<file path="src/rtl/riscv_defs.sv">
// Shared RV32I encodings, internal opcode numbering and issue payload types.
package riscv_defs;

  localparam int unsigned ROB_W = 6;
  localparam int unsigned NREG  = 32;
  localparam int unsigned XLEN  = 32;
  localparam int unsigned OPC_W = 6;
  localparam int unsigned REG_W = 5;

  typedef logic [OPC_W-1:0] opc_t;

  // Internal opcode numbering; 0 marks an instruction that is dropped.
  localparam opc_t OP_ILLEGAL = 6'd0;
  localparam opc_t OP_LUI     = 6'd1;
  localparam opc_t OP_AUIPC   = 6'd2;
  localparam opc_t OP_JAL     = 6'd3;
  localparam opc_t OP_JALR    = 6'd4;
  localparam opc_t OP_BEQ     = 6'd5;
  localparam opc_t OP_BNE     = 6'd6;
  localparam opc_t OP_BLT     = 6'd7;
  localparam opc_t OP_BGE     = 6'd8;
  localparam opc_t OP_BLTU    = 6'd9;
  localparam opc_t OP_BGEU    = 6'd10;
  localparam opc_t OP_LB      = 6'd11;
  localparam opc_t OP_LH      = 6'd12;
  localparam opc_t OP_LW      = 6'd13;
  localparam opc_t OP_LBU     = 6'd14;
  localparam opc_t OP_LHU     = 6'd15;
  localparam opc_t OP_SB      = 6'd16;
  localparam opc_t OP_SH      = 6'd17;
  localparam opc_t OP_SW      = 6'd18;
  localparam opc_t OP_ADDI    = 6'd19;
  localparam opc_t OP_SLTI    = 6'd20;
  localparam opc_t OP_SLTIU   = 6'd21;
  localparam opc_t OP_XORI    = 6'd22;
  localparam opc_t OP_ORI     = 6'd23;
  localparam opc_t OP_ANDI    = 6'd24;
  localparam opc_t OP_SLLI    = 6'd25;
  localparam opc_t OP_SRLI    = 6'd26;
  localparam opc_t OP_SRAI    = 6'd27;
  localparam opc_t OP_ADD     = 6'd28;
  localparam opc_t OP_SUB     = 6'd29;
  localparam opc_t OP_SLL     = 6'd30;
  localparam opc_t OP_SLT     = 6'd31;
  localparam opc_t OP_SLTU    = 6'd32;
  localparam opc_t OP_XOR     = 6'd33;
  localparam opc_t OP_SRL     = 6'd34;
  localparam opc_t OP_SRA     = 6'd35;
  localparam opc_t OP_OR      = 6'd36;
  localparam opc_t OP_AND     = 6'd37;

  // RV32I major opcodes
  localparam logic [6:0] MAJ_LUI    = 7'b0110111;
  localparam logic [6:0] MAJ_AUIPC  = 7'b0010111;
  localparam logic [6:0] MAJ_JAL    = 7'b1101111;
  localparam logic [6:0] MAJ_JALR   = 7'b1100111;
  localparam logic [6:0] MAJ_BRANCH = 7'b1100011;
  localparam logic [6:0] MAJ_LOAD   = 7'b0000011;
  localparam logic [6:0] MAJ_STORE  = 7'b0100011;
  localparam logic [6:0] MAJ_OPIMM  = 7'b0010011;
  localparam logic [6:0] MAJ_OP     = 7'b0110011;

  localparam logic [6:0] F7_ZERO = 7'b0000000;
  localparam logic [6:0] F7_ALT  = 7'b0100000;

  typedef struct packed {
    logic [XLEN-1:0]  val;
    logic             has_dep;
    logic [ROB_W-1:0] dep;
  } operand_t;

  typedef struct packed {
    opc_t             opcode;
    logic [XLEN-1:0]  val1;
    logic [XLEN-1:0]  val2;
    logic [ROB_W-1:0] dep1;
    logic [ROB_W-1:0] dep2;
    logic             has_dep1;
    logic             has_dep2;
    logic [ROB_W-1:0] rob_index;
    logic [XLEN-1:0]  imm;
    logic [XLEN-1:0]  pc;
    logic [REG_W-1:0] rd;
  } issue_pkt_t;

endpackage

</file>
<file path="src/rtl/inst_decoder.sv">
// Pure combinational RV32I decoder: internal opcode, register fields, immediate,
// plus whether rs2 is read and whether the op goes to the load/store buffer.
module inst_decoder
  import riscv_defs::*;
(
  input  logic [31:0]      inst,
  output opc_t             opcode,
  output logic [REG_W-1:0] rd,
  output logic [REG_W-1:0] rs1,
  output logic [REG_W-1:0] rs2,
  output logic [XLEN-1:0]  imm,
  output logic             uses_rs2,
  output logic             is_mem
);

  logic [2:0]      funct3;
  logic [6:0]      funct7;
  logic [XLEN-1:0] imm_i, imm_s, imm_b, imm_u, imm_j, imm_sh;

  assign funct3 = inst[14:12];
  assign funct7 = inst[31:25];
  assign imm_i  = {{20{inst[31]}}, inst[31:20]};
  assign imm_s  = {{20{inst[31]}}, inst[31:25], inst[11:7]};
  assign imm_b  = {{19{inst[31]}}, inst[31], inst[7], inst[30:25], inst[11:8], 1'b0};
  assign imm_u  = {inst[31:12], 12'b0};
  assign imm_j  = {{11{inst[31]}}, inst[31], inst[19:12], inst[20], inst[30:21], 1'b0};
  assign imm_sh = {27'b0, inst[24:20]};

  always_comb begin
    opcode   = OP_ILLEGAL;
    rd       = inst[11:7];
    rs1      = inst[19:15];
    rs2      = inst[24:20];
    imm      = '0;
    uses_rs2 = 1'b0;
    is_mem   = 1'b0;
    case (inst[6:0])
      MAJ_LUI: begin
        opcode = OP_LUI;
        rs1    = '0;
        imm    = imm_u;
      end
      MAJ_AUIPC: begin
        opcode = OP_AUIPC;
        rs1    = '0;
        imm    = imm_u;
      end
      MAJ_JAL: begin
        opcode = OP_JAL;
        rs1    = '0;
        imm    = imm_j;
      end
      MAJ_JALR: begin
        if (funct3 == 3'b000) opcode = OP_JALR;
        imm = imm_i;
      end
      MAJ_BRANCH: begin
        case (funct3)
          3'b000:  opcode = OP_BEQ;
          3'b001:  opcode = OP_BNE;
          3'b100:  opcode = OP_BLT;
          3'b101:  opcode = OP_BGE;
          3'b110:  opcode = OP_BLTU;
          3'b111:  opcode = OP_BGEU;
          default: opcode = OP_ILLEGAL;
        endcase
        rd       = '0;
        imm      = imm_b;
        uses_rs2 = 1'b1;
      end
      MAJ_LOAD: begin
        case (funct3)
          3'b000:  opcode = OP_LB;
          3'b001:  opcode = OP_LH;
          3'b010:  opcode = OP_LW;
          3'b100:  opcode = OP_LBU;
          3'b101:  opcode = OP_LHU;
          default: opcode = OP_ILLEGAL;
        endcase
        imm    = imm_i;
        is_mem = 1'b1;
      end
      MAJ_STORE: begin
        case (funct3)
          3'b000:  opcode = OP_SB;
          3'b001:  opcode = OP_SH;
          3'b010:  opcode = OP_SW;
          default: opcode = OP_ILLEGAL;
        endcase
        rd       = '0;
        imm      = imm_s;
        uses_rs2 = 1'b1;
        is_mem   = 1'b1;
      end
      MAJ_OPIMM: begin
        imm = imm_i;
        case (funct3)
          3'b000: opcode = OP_ADDI;
          3'b010: opcode = OP_SLTI;
          3'b011: opcode = OP_SLTIU;
          3'b100: opcode = OP_XORI;
          3'b110: opcode = OP_ORI;
          3'b111: opcode = OP_ANDI;
          3'b001: begin
            imm = imm_sh;
            if (funct7 == F7_ZERO) opcode = OP_SLLI;
          end
          default: begin
            imm = imm_sh;
            if (funct7 == F7_ZERO)     opcode = OP_SRLI;
            else if (funct7 == F7_ALT) opcode = OP_SRAI;
          end
        endcase
      end
      MAJ_OP: begin
        uses_rs2 = 1'b1;
        case (funct3)
          3'b000: begin
            if (funct7 == F7_ZERO)     opcode = OP_ADD;
            else if (funct7 == F7_ALT) opcode = OP_SUB;
          end
          3'b001: if (funct7 == F7_ZERO) opcode = OP_SLL;
          3'b010: if (funct7 == F7_ZERO) opcode = OP_SLT;
          3'b011: if (funct7 == F7_ZERO) opcode = OP_SLTU;
          3'b100: if (funct7 == F7_ZERO) opcode = OP_XOR;
          3'b101: begin
            if (funct7 == F7_ZERO)     opcode = OP_SRL;
            else if (funct7 == F7_ALT) opcode = OP_SRA;
          end
          3'b110: if (funct7 == F7_ZERO) opcode = OP_OR;
          default: if (funct7 == F7_ZERO) opcode = OP_AND;
        endcase
      end
      default: opcode = OP_ILLEGAL;
    endcase
    // Dropped instructions must never rename or look anything up.
    if (opcode == OP_ILLEGAL) begin
      rd       = '0;
      rs1      = '0;
      uses_rs2 = 1'b0;
      is_mem   = 1'b0;
    end
  end

endmodule

</file>
<file path="src/rtl/issue_unit.sv">
// Decodes the instruction-queue head, renames through the register-status table
// and issues one registered entry per cycle to the ROB and to the RS or LSB.
module issue_unit
  import riscv_defs::*;
(
  input  logic             clk,
  input  logic             rst_n,
  input  logic             rdy,
  input  logic             flush,
  input  logic             iq_valid,
  input  logic [31:0]      iq_inst,
  input  logic [31:0]      iq_pc,
  output logic             iq_pop,
  input  logic             rob_full,
  input  logic [ROB_W-1:0] rob_tail,
  input  logic             rs_full,
  input  logic             lsb_full,
  output logic [ROB_W-1:0] rob_q1_idx,
  output logic [ROB_W-1:0] rob_q2_idx,
  input  logic             rob_q1_ready,
  input  logic             rob_q2_ready,
  input  logic [31:0]      rob_q1_val,
  input  logic [31:0]      rob_q2_val,
  input  logic             commit_valid,
  input  logic [4:0]       commit_rd,
  input  logic [31:0]      commit_val,
  input  logic [ROB_W-1:0] commit_rob_index,
  input  logic             alu_valid,
  input  logic             alu_is_load,
  input  logic [31:0]      alu_res,
  input  logic [ROB_W-1:0] alu_rob_index_out,
  input  logic             lsb_valid,
  input  logic [31:0]      lsb_rs_res,
  input  logic [ROB_W-1:0] lsb_rs_rob_index_out,
  output logic             rob_issue_valid,
  output logic             rs_issue_valid,
  output logic             lsb_issue_valid,
  output logic [5:0]       issue_opcode,
  output logic [31:0]      issue_val1,
  output logic [31:0]      issue_val2,
  output logic [ROB_W-1:0] issue_dep1,
  output logic [ROB_W-1:0] issue_dep2,
  output logic             issue_has_dep1,
  output logic             issue_has_dep2,
  output logic [ROB_W-1:0] issue_rob_index,
  output logic [31:0]      issue_imm,
  output logic [31:0]      issue_pc,
  output logic [4:0]       issue_rd
);

  logic [XLEN-1:0]  reg_val [NREG];
  logic [ROB_W-1:0] rob_tag [NREG];
  logic [NREG-1:0]  busy;

  opc_t             dec_opcode;
  logic [REG_W-1:0] dec_rd, dec_rs1, dec_rs2, rs2_eff;
  logic [XLEN-1:0]  dec_imm;
  logic             dec_uses_rs2, dec_is_mem;
  logic             go, legal, do_issue;
  operand_t         op1, op2;
  issue_pkt_t       issue_q;

  inst_decoder u_dec (
    .inst     (iq_inst),
    .opcode   (dec_opcode),
    .rd       (dec_rd),
    .rs1      (dec_rs1),
    .rs2      (dec_rs2),
    .imm      (dec_imm),
    .uses_rs2 (dec_uses_rs2),
    .is_mem   (dec_is_mem)
  );

  assign go       = rdy & ~flush & iq_valid & ~rob_full & (dec_is_mem ? ~lsb_full : ~rs_full);
  assign legal    = (dec_opcode != OP_ILLEGAL);
  assign do_issue = go & legal;
  assign iq_pop   = go;

  assign rs2_eff    = dec_uses_rs2 ? dec_rs2 : '0;
  assign rob_q1_idx = rob_tag[dec_rs1];
  assign rob_q2_idx = rob_tag[rs2_eff];

  // Source lookup against the pre-issue table, newest result source first after the file.
  function automatic operand_t resolve(input logic [REG_W-1:0] rs, input logic is_busy,
                                       input logic [ROB_W-1:0] tag, input logic [XLEN-1:0] rv,
                                       input logic q_ready, input logic [XLEN-1:0] q_val);
    operand_t r;
    r = '0;
    if (rs == '0) begin
      r.val = '0;
    end else if (!is_busy) begin
      r.val = rv;
    end else if (commit_valid && commit_rob_index == tag) begin
      r.val = commit_val;
    end else if (q_ready) begin
      r.val = q_val;
    end else if (alu_valid && !alu_is_load && alu_rob_index_out == tag) begin
      r.val = alu_res;
    end else if (lsb_valid && lsb_rs_rob_index_out == tag) begin
      r.val = lsb_rs_res;
    end else begin
      r.has_dep = 1'b1;
      r.dep     = tag;
    end
    return r;
  endfunction

  always_comb begin
    op1 = resolve(dec_rs1, busy[dec_rs1], rob_tag[dec_rs1], reg_val[dec_rs1],
                  rob_q1_ready, rob_q1_val);
    op2 = resolve(rs2_eff, busy[rs2_eff], rob_tag[rs2_eff], reg_val[rs2_eff],
                  rob_q2_ready, rob_q2_val);
  end

  // Register-status table and issue register; later assignments take priority.
  always_ff @(posedge clk or negedge rst_n) begin
    if (!rst_n) begin
      for (int unsigned i = 0; i < NREG; i++) begin
        reg_val[i] <= '0;
        rob_tag[i] <= '0;
      end
      busy            <= '0;
      rob_issue_valid <= 1'b0;
      rs_issue_valid  <= 1'b0;
      lsb_issue_valid <= 1'b0;
      issue_q         <= '0;
    end else if (rdy) begin
      rob_issue_valid <= do_issue;
      rs_issue_valid  <= do_issue & ~dec_is_mem;
      lsb_issue_valid <= do_issue & dec_is_mem;
      if (do_issue) begin
        issue_q.opcode    <= dec_opcode;
        issue_q.val1      <= op1.val;
        issue_q.val2      <= op2.val;
        issue_q.dep1      <= op1.dep;
        issue_q.dep2      <= op2.dep;
        issue_q.has_dep1  <= op1.has_dep;
        issue_q.has_dep2  <= op2.has_dep;
        issue_q.rob_index <= rob_tail;
        issue_q.imm       <= dec_imm;
        issue_q.pc        <= iq_pc;
        issue_q.rd        <= dec_rd;
      end
      if (commit_valid && commit_rd != '0) begin
        reg_val[commit_rd] <= commit_val;
        if (rob_tag[commit_rd] == commit_rob_index) busy[commit_rd] <= 1'b0;
      end
      if (do_issue && dec_rd != '0) begin
        busy[dec_rd]    <= 1'b1;
        rob_tag[dec_rd] <= rob_tail;
      end
      if (flush) busy <= '0;
    end
  end

  assign issue_opcode    = issue_q.opcode;
  assign issue_val1      = issue_q.val1;
  assign issue_val2      = issue_q.val2;
  assign issue_dep1      = issue_q.dep1;
  assign issue_dep2      = issue_q.dep2;
  assign issue_has_dep1  = issue_q.has_dep1;
  assign issue_has_dep2  = issue_q.has_dep2;
  assign issue_rob_index = issue_q.rob_index;
  assign issue_imm       = issue_q.imm;
  assign issue_pc        = issue_q.pc;
  assign issue_rd        = issue_q.rd;

endmodule

</file>
<file path="config.mk">
export PLATFORM = sky130hd
export DESIGN_NAME = issue_unit
export DESIGN_NICKNAME = d
export VERILOG_FILES = /design/src/rtl/riscv_defs.sv /design/src/rtl/inst_decoder.sv /design/src/rtl/issue_unit.sv
export SDC_FILE = /design/constraint.sdc
export NUM_CORES = 2
export LEC_CHECK = 0
export BUFFER_PORTS_ARGS = -buffer_cell sky130_fd_sc_hd__buf_2
export CAP_MARGIN = 20
export CELL_PAD_IN_SITES_DETAIL_PLACEMENT = 1
export CELL_PAD_IN_SITES_GLOBAL_PLACEMENT = 1
export CORE_ASPECT_RATIO = 0.5
export CORE_MARGIN = 2
export CORE_UTILIZATION = 24
export CTS_BUF_LIST = sky130_fd_sc_hd__clkbuf_4
export CTS_CLUSTER_SIZE = 30
export DETAILED_ROUTE_END_ITERATION = 10
export PLACE_DENSITY = 0.54
export SLEW_MARGIN = 20
export SYNTH_ARGS = -nofsm -noshare
export SYNTH_HDL_FRONTEND = slang
export SYNTH_SLANG_ARGS = --single-unit
export TNS_END_PERCENT = 10
</file>
<file path="constraint.sdc">
create_clock -name clk -period 3.6 [get_ports clk]
set_input_delay 0.18 -clock clk [delete_from_list [all_inputs] [get_ports clk]]
set_output_delay 0.18 -clock clk [all_outputs]
set_load 0.005 [all_outputs]
</file>
* After elaboration in Yosys (flattened, before gate mapping) *
Index checks and enable logic that the tools add are counted.

word-level totals
  register bits = 1410
  bits of input ports = 267
  logic and storage cells = 256

cells by class
  $lt $le $gt $ge = 12
  equality and inequality tests = 24
  mux-type cells = 90
  bitwise logic cells = 19
  reduce and logical (&&, ||, !) cells = 32

operator list
  kind                                                         number
  bitwise mux 1024 bit                                         1
  2-to-1 mux 32 bit                                            23
  binary-select mux 32 bit (select 5 bit)                      2
  bitwise mux 192 bit                                          1
  one-hot mux 32 bit (6 select lines)                          1
  demux 32 bit (select 5 bit)                                  1
  binary-select mux 6 bit (select 5 bit)                       3
  2-to-1 mux 6 bit                                             15
  2-to-1 mux 7 bit                                             12
  one-hot mux 6 bit (7 select lines)                           2
  one-hot mux 6 bit (9 select lines)                           1
  2-to-1 mux 5 bit                                             10
  equality test 6 bit                                          7
  AND 32 bit                                                   1
  NOT 32 bit                                                   1
  bitwise OR 32 bit                                            1
  demux 6 bit (select 5 bit)                                   1
  equality test 7 x 6 -> 1 bit (second input constant)         4
  greater-or-equal comparator 6 bit (second input constant)    4
  less-than comparator 5 x 6 -> 1 bit (second input constant)  4
  NOT 5 -> 6 bit                                               4
  one-hot mux 4 bit (6 select lines)                           1
  equality test 7 bit (second input constant)                  3
  one-hot mux 4 bit (5 select lines)                           1
  other kinds (26)                                             73

* Longest topological paths before layout *
  word-level depth = 20
  depth in mapped cells = 23
  gate-level depth less buffers = 15

* Cells and area by module *
From an unflattened synthesis, not the netlist that was laid out.

second synthesis, totals
  cell total of the unflattened synthesis = 6927
  area total of the unflattened synthesis = 79643.9 um^2

by module, submodules not included
  module        times used  cells an instance  area each (um^2)  sequential area each (um^2)
  issue_unit    1           6727               78420.2           35283.8
  inst_decoder  1           200                1223.7            0.0

* Least setup slack after synthesis *
No wires, ideal clock.

  path kind = input to register
  start = input port iq_inst[5]
  end = register issue_q, in the netlist issue_val1[3]
  setup time = 126 ps
  data arrival time = 4517 ps
  required time = 3474 ps
  slack = -1042 ps
  stages on the path = 17
  buffers on the path = 4
  cells stage by stage = buf_2 or4b_1 or4b_1 and4_1 and2_1 buf_2 a21o_1 or3_1 a221oi_1 o21ai_1 xor2_1 or4_4 buf_2 buf_2 or2_2 a221oi_1 o21ai_1

between the ends
  cells in the longest elaborated chain, start to end = 16

RTL lines
  element                                                                   line                                     source
  start, declared                                                           issue_unit.sv:11                         input logic [31:0] iq_inst,
  equality test 7 x 6 -> 1 bit (tied with other cells)                      inst_decoder.sv:37                       case (inst[6:0])
  one-hot mux 6 bit (9 select lines) or OR reduction 3 bit (tied branches)  -
  logical NOT 6 bit or 2-to-1 mux 5 bit (tied branches)                     inst_decoder.sv:137, inst_decoder.sv:37
  2-to-1 mux 5 bit *                                                        inst_decoder.sv:137                      if (opcode == OP_ILLEGAL) begin
  NOT 5 -> 6 bit *                                                          -
  binary-select mux 6 bit (select 5 bit) *                                  -
  2-to-1 mux 6 bit * (2 in series)                                          -
  via rob_q1_idx[4]                                                         issue_unit.sv:18                         output logic [ROB_W-1:0] rob_q1_idx,
  equality test 6 bit                                                       issue_unit.sv:99                         end else if (lsb_valid && lsb_rs_rob_index_out == tag) begin
  logical AND 1 bit                                                         issue_unit.sv:99
  2-to-1 mux 32 bit                                                         issue_unit.sv:99
  2-to-1 mux 32 bit                                                         issue_unit.sv:97                         end else if (alu_valid && !alu_is_load && alu_rob_index_out == tag) begin
  2-to-1 mux 32 bit                                                         issue_unit.sv:95                         end else if (q_ready) begin
  2-to-1 mux 32 bit *                                                       issue_unit.sv:93                         end else if (commit_valid && commit_rob_index == tag) begin
  2-to-1 mux 32 bit *                                                       issue_unit.sv:91                         end else if (!is_busy) begin
  2-to-1 mux 32 bit *                                                       issue_unit.sv:89                         if (rs == '0) begin
  end, declared                                                             issue_unit.sv:61                         issue_pkt_t issue_q;

The timed path passes the listed nets; every way through them passes the cells marked *. The select of a mux whose other input is x is not followed.
A chain may end at the register's enable or synchronous reset.

* Final worst setup path *
  start = register rob_tag[155] (netlist name)
  end = output port rob_q2_idx[5]

between the ends
  cells in the longest elaborated chain, start to end = 3

RTL lines
  element                                               line               source
  start, declared                                       issue_unit.sv:52   logic [ROB_W-1:0] rob_tag [NREG];
  start signal, assigned by index                       issue_unit.sv:150  rob_tag[dec_rd] <= rob_tail;
  binary-select mux 6 bit (select 5 bit)                issue_unit.sv:81   assign rob_q2_idx = rob_tag[rs2_eff];
  2-to-1 mux 6 bit (not written as such) (2 in series)  issue_unit.sv:81
  end, declared                                         issue_unit.sv:19   output logic [ROB_W-1:0] rob_q2_idx,

Every way passes these cells. The select of a mux whose other input is x is not followed.

==> results.cfg <==
[status]
status = complete, but fails checks
violations = setup timing

[place]
placed_cells = 12769
dpl.hpwl_mm = 277
portBuffers = 441
placed_cell_area_mm2 = 0.0949
gp_congestion = 0.945
dp_slack_ns = -1.72

[power]
ir_drop_mv = 0.279
power_mw = 40.2
p_leak_nw = 47.2
powerDensity_mw_per_mm2 = 377

[worst_setup_path]
criticalPathCategory = reg2out
regToRegStartpoint = rob_tag[13]
r2r-end = issue_val2[30]
path_buf_inv = 6
crit_slowest_cell = mux4_2
critPathArrivalTime_ns = 3.84
end_kind = output port
path_cells = mux4_2 > nor2_4 > a311oi_1 > buf_4 > a31oi_4 > o21ai_2 > a32oi_2 > o41a_1 > buf_12 > buf_4 > buf_6 > inv_2 > buf_6
cp_max_fo = 2
cp-endpoint = rob_q2_idx[5]
max_stage_delay_ns = 0.52
rrSetupSlack_ns = -0.36
crit_required_ns = 3.42
cp.depth = 13
startpoint = rob_tag[155]
ff2ff_path_depth = 15
start_kind = flop
cp_top_family = compound AO/OA/AOI/OAI gates

[synthesis]
synth-edff-count = 0
synth.avg_cell_area_um2 = 10.3
synth_cells = 7662
syn_nets = 7929
ys_ff_latch = 1410
synthArstFlopShare = 1.00
ys_warn_count = 0
yosysSeqAreaShare = 0.449
yosys.cell_types.count = 87
synthFlopType = dfrtp_1
syn-cell-area_mm2 = 0.0786

[job]
cap_viol_max_count = 0

[detailed_routing]
wl_mm = 424
wl_per_cell_um = 30.1
drt-vias-per-instance = 5.50
vias = 77447
drtIter0Drc = 7459
first_pass_iters = 6
postRouteAntennaNets = 0
drc = 0

[clocking]
cts_root_buf = clkbuf_4
cts.sinks = 1410
cts_max_level = 5
clk_path_buf_depth = 4
cts_tree = built
cts_buffers = 390
clk_latency_ns = 1.42
cts.clk_slew.worst_paths_ns = 0.08

[final_layout]
final_cell_mix = dfrtp_1 (1409), nand2_1 (1268), mux2_2 (1221)
nets = 9699
final_cells = 14075
layout_commonest_cell = dfrtp_1
fin_util = 0.328
post-route-cell-area_mm2 = 0.107
drive_gt1_frac = 0.384
synthToLayoutAreaGrowth_pct = 35.7

[sta]
rsz0062_at_grt = true
setup_viol_count_final = 69
period_needed_ns = 4.02
maxSlewViolCount = 0
skew_ns = 0.211
worst_slew_pin_slew_ns = 1.19
setup_slack_ns = -0.423
maxSlewHeadroom = 0.204
fin_crit_sh = 1.12
max_clock_freq_mhz = 249
final_hold_viol_count = 0

[die]
initial_core_util = 0.241
dieArea_mm2 = 0.332
die_x_um = 813
coreArea_mm2 = 0.326
rows = 148
die_height_um = 409
design.portCount = 442

[global_route]
grt_pass1_vias = 80306
grt_max_degree = 106
grt_overflow_total = 0
grt_pass1_wl_mm = 600
grt_usage = 0.246
grt_antenna_before_repair = 36

[hold_path]
hold_path_class = in2reg
hold_path_depth = 6
-- timing repair --
| item | CTS | global route |
|---|---|---|
| pin swaps | 26 | 41 |
| buffers inserted | 7 | 8 |
| hold buffers | 596 | 0 |
| setup endpoints to repair | 91 | 146 |
| cloned | 3 | 7 |
| hold endpoints to repair | 2782 | 0 |
| gates resized for setup | 76 | 73 |
-- flip-flops by register name, summed over array words and instances, names as in the netlist --
signal and flops:
issue_has_dep1 1, issue_rob_index 6, issue_rd 5, busy 32, issue_dep2 6, issue_opcode 6, issue_val1 32, lsb_issue_valid 1
rs_issue_valid 1, reg_val 1024, issue_imm 32, issue_pc 32, rob_issue_valid 1, issue_has_dep2 1, issue_dep1 6, rob_tag 192
issue_val2 32
-- cell type report --
type	instances	area, µm²
fill	36822	219000
multi-input combinational	5350	41100
sequential	1410	35300
timing repair buffer	2167	19500
tap	4350	5440
clock buffer	577	4330
clock inverter	86	450
inverter	113	425
antenna	22	55.1
-- worst min-delay path by stage --
stage	startpoint	endpoint	slack [ns]
4_1_cts	iq_inst[31]	issue_opcode[5]	0.0004
3_5_place_dp	rst_n	issue_pc[26]	0.13
2_1_floorplan	rst_n	busy[0]	-0.12
5_1_grt	rob_q1_val[28]	issue_val1[28]	0.06
3_3_place_gp	rst_n	issue_pc[26]	0.13
6_report	alu_res[19]	issue_val1[19]	0.08
-- power breakdown --
group          internal (mW)  leakage, nW  switching, mW
Combinational           2.99         25.3           3.20
Sequential              17.4         19.0           1.30
Clock                   7.48         2.87           7.83
-- metal layers --
metal / up-vias / routed length [µm] / global-route usage
met4: 6 / 24100 / 0.126
met3: 1116 / 30600 / 0.0471
met5: - / 39 / 0
li1: 32087 / - / -
met2: 3542 / 189000 / 0.381
met1: 40696 / 180000 / 0.326
-- tightest hold or removal path, stage by stage --
cell and delay [ns]:
dlygate4sd3_1 0.54, buf_2 0.13, inv_1 0.05, o311ai_1 0.12, a221oi_2 0.30, o21ai_1 0.09
-- synth_stat cells, drive strengths merged (18+ instances only) --
cell type / count / area, µm²
o2111ai: 19 / 166
o21ai: 276 / 1380
or2: 38 / 238
a31oi: 256 / 1600
a21oi: 301 / 1510
o221ai: 240 / 2100
buf: 140 / 596
nor2: 175 / 657
nand2: 1278 / 4800
mux2i: 255 / 2550
a21boi: 36 / 278
nor4: 18 / 128
a221o: 41 / 410
o311ai: 39 / 342
and3: 42 / 263
o211ai: 75 / 563
nor2b: 53 / 332
nor3: 90 / 455
nand4: 34 / 219
xnor2: 22 / 193
mux2: 1222 / 13800
dfrtp: 1410 / 35300
o22ai: 105 / 663
a221oi: 121 / 1060
a211oi: 75 / 573
mux4: 119 / 2680
clkbuf: 649 / 2440
a32oi: 44 / 393
nand3: 157 / 786
xor2: 21 / 184
nand2b: 26 / 163
inv: 111 / 417
a22oi: 27 / 203
-- through the flow --
stage / hold WS, ns / setup TNS, ns
floorplan: -0.116 / -77.43
global placement: 0.129 / -351.03
detailed placement: 0.132 / -381.88
CTS: 0.000380 / -16.80
global route: 0.0586 / -22.63
finish: 0.0755 / -13.15
-- cells by family (layout without fill, tap and decap cells) --
logic type / after synthesis / count (layout) / synth area share
flops: 1410 / 1410 / 0.449
compound gates: 1741 / 1741 / 0.153
xor+xnor: 43 / 43 / 0.00479
other cells: 0 / 22 / 0
simple gates: 1970 / 1970 / 0.108
buf+inv: 902 / 2943 / 0.0440
mux: 1596 / 1596 / 0.242
(Power assumes the default switching activity.)
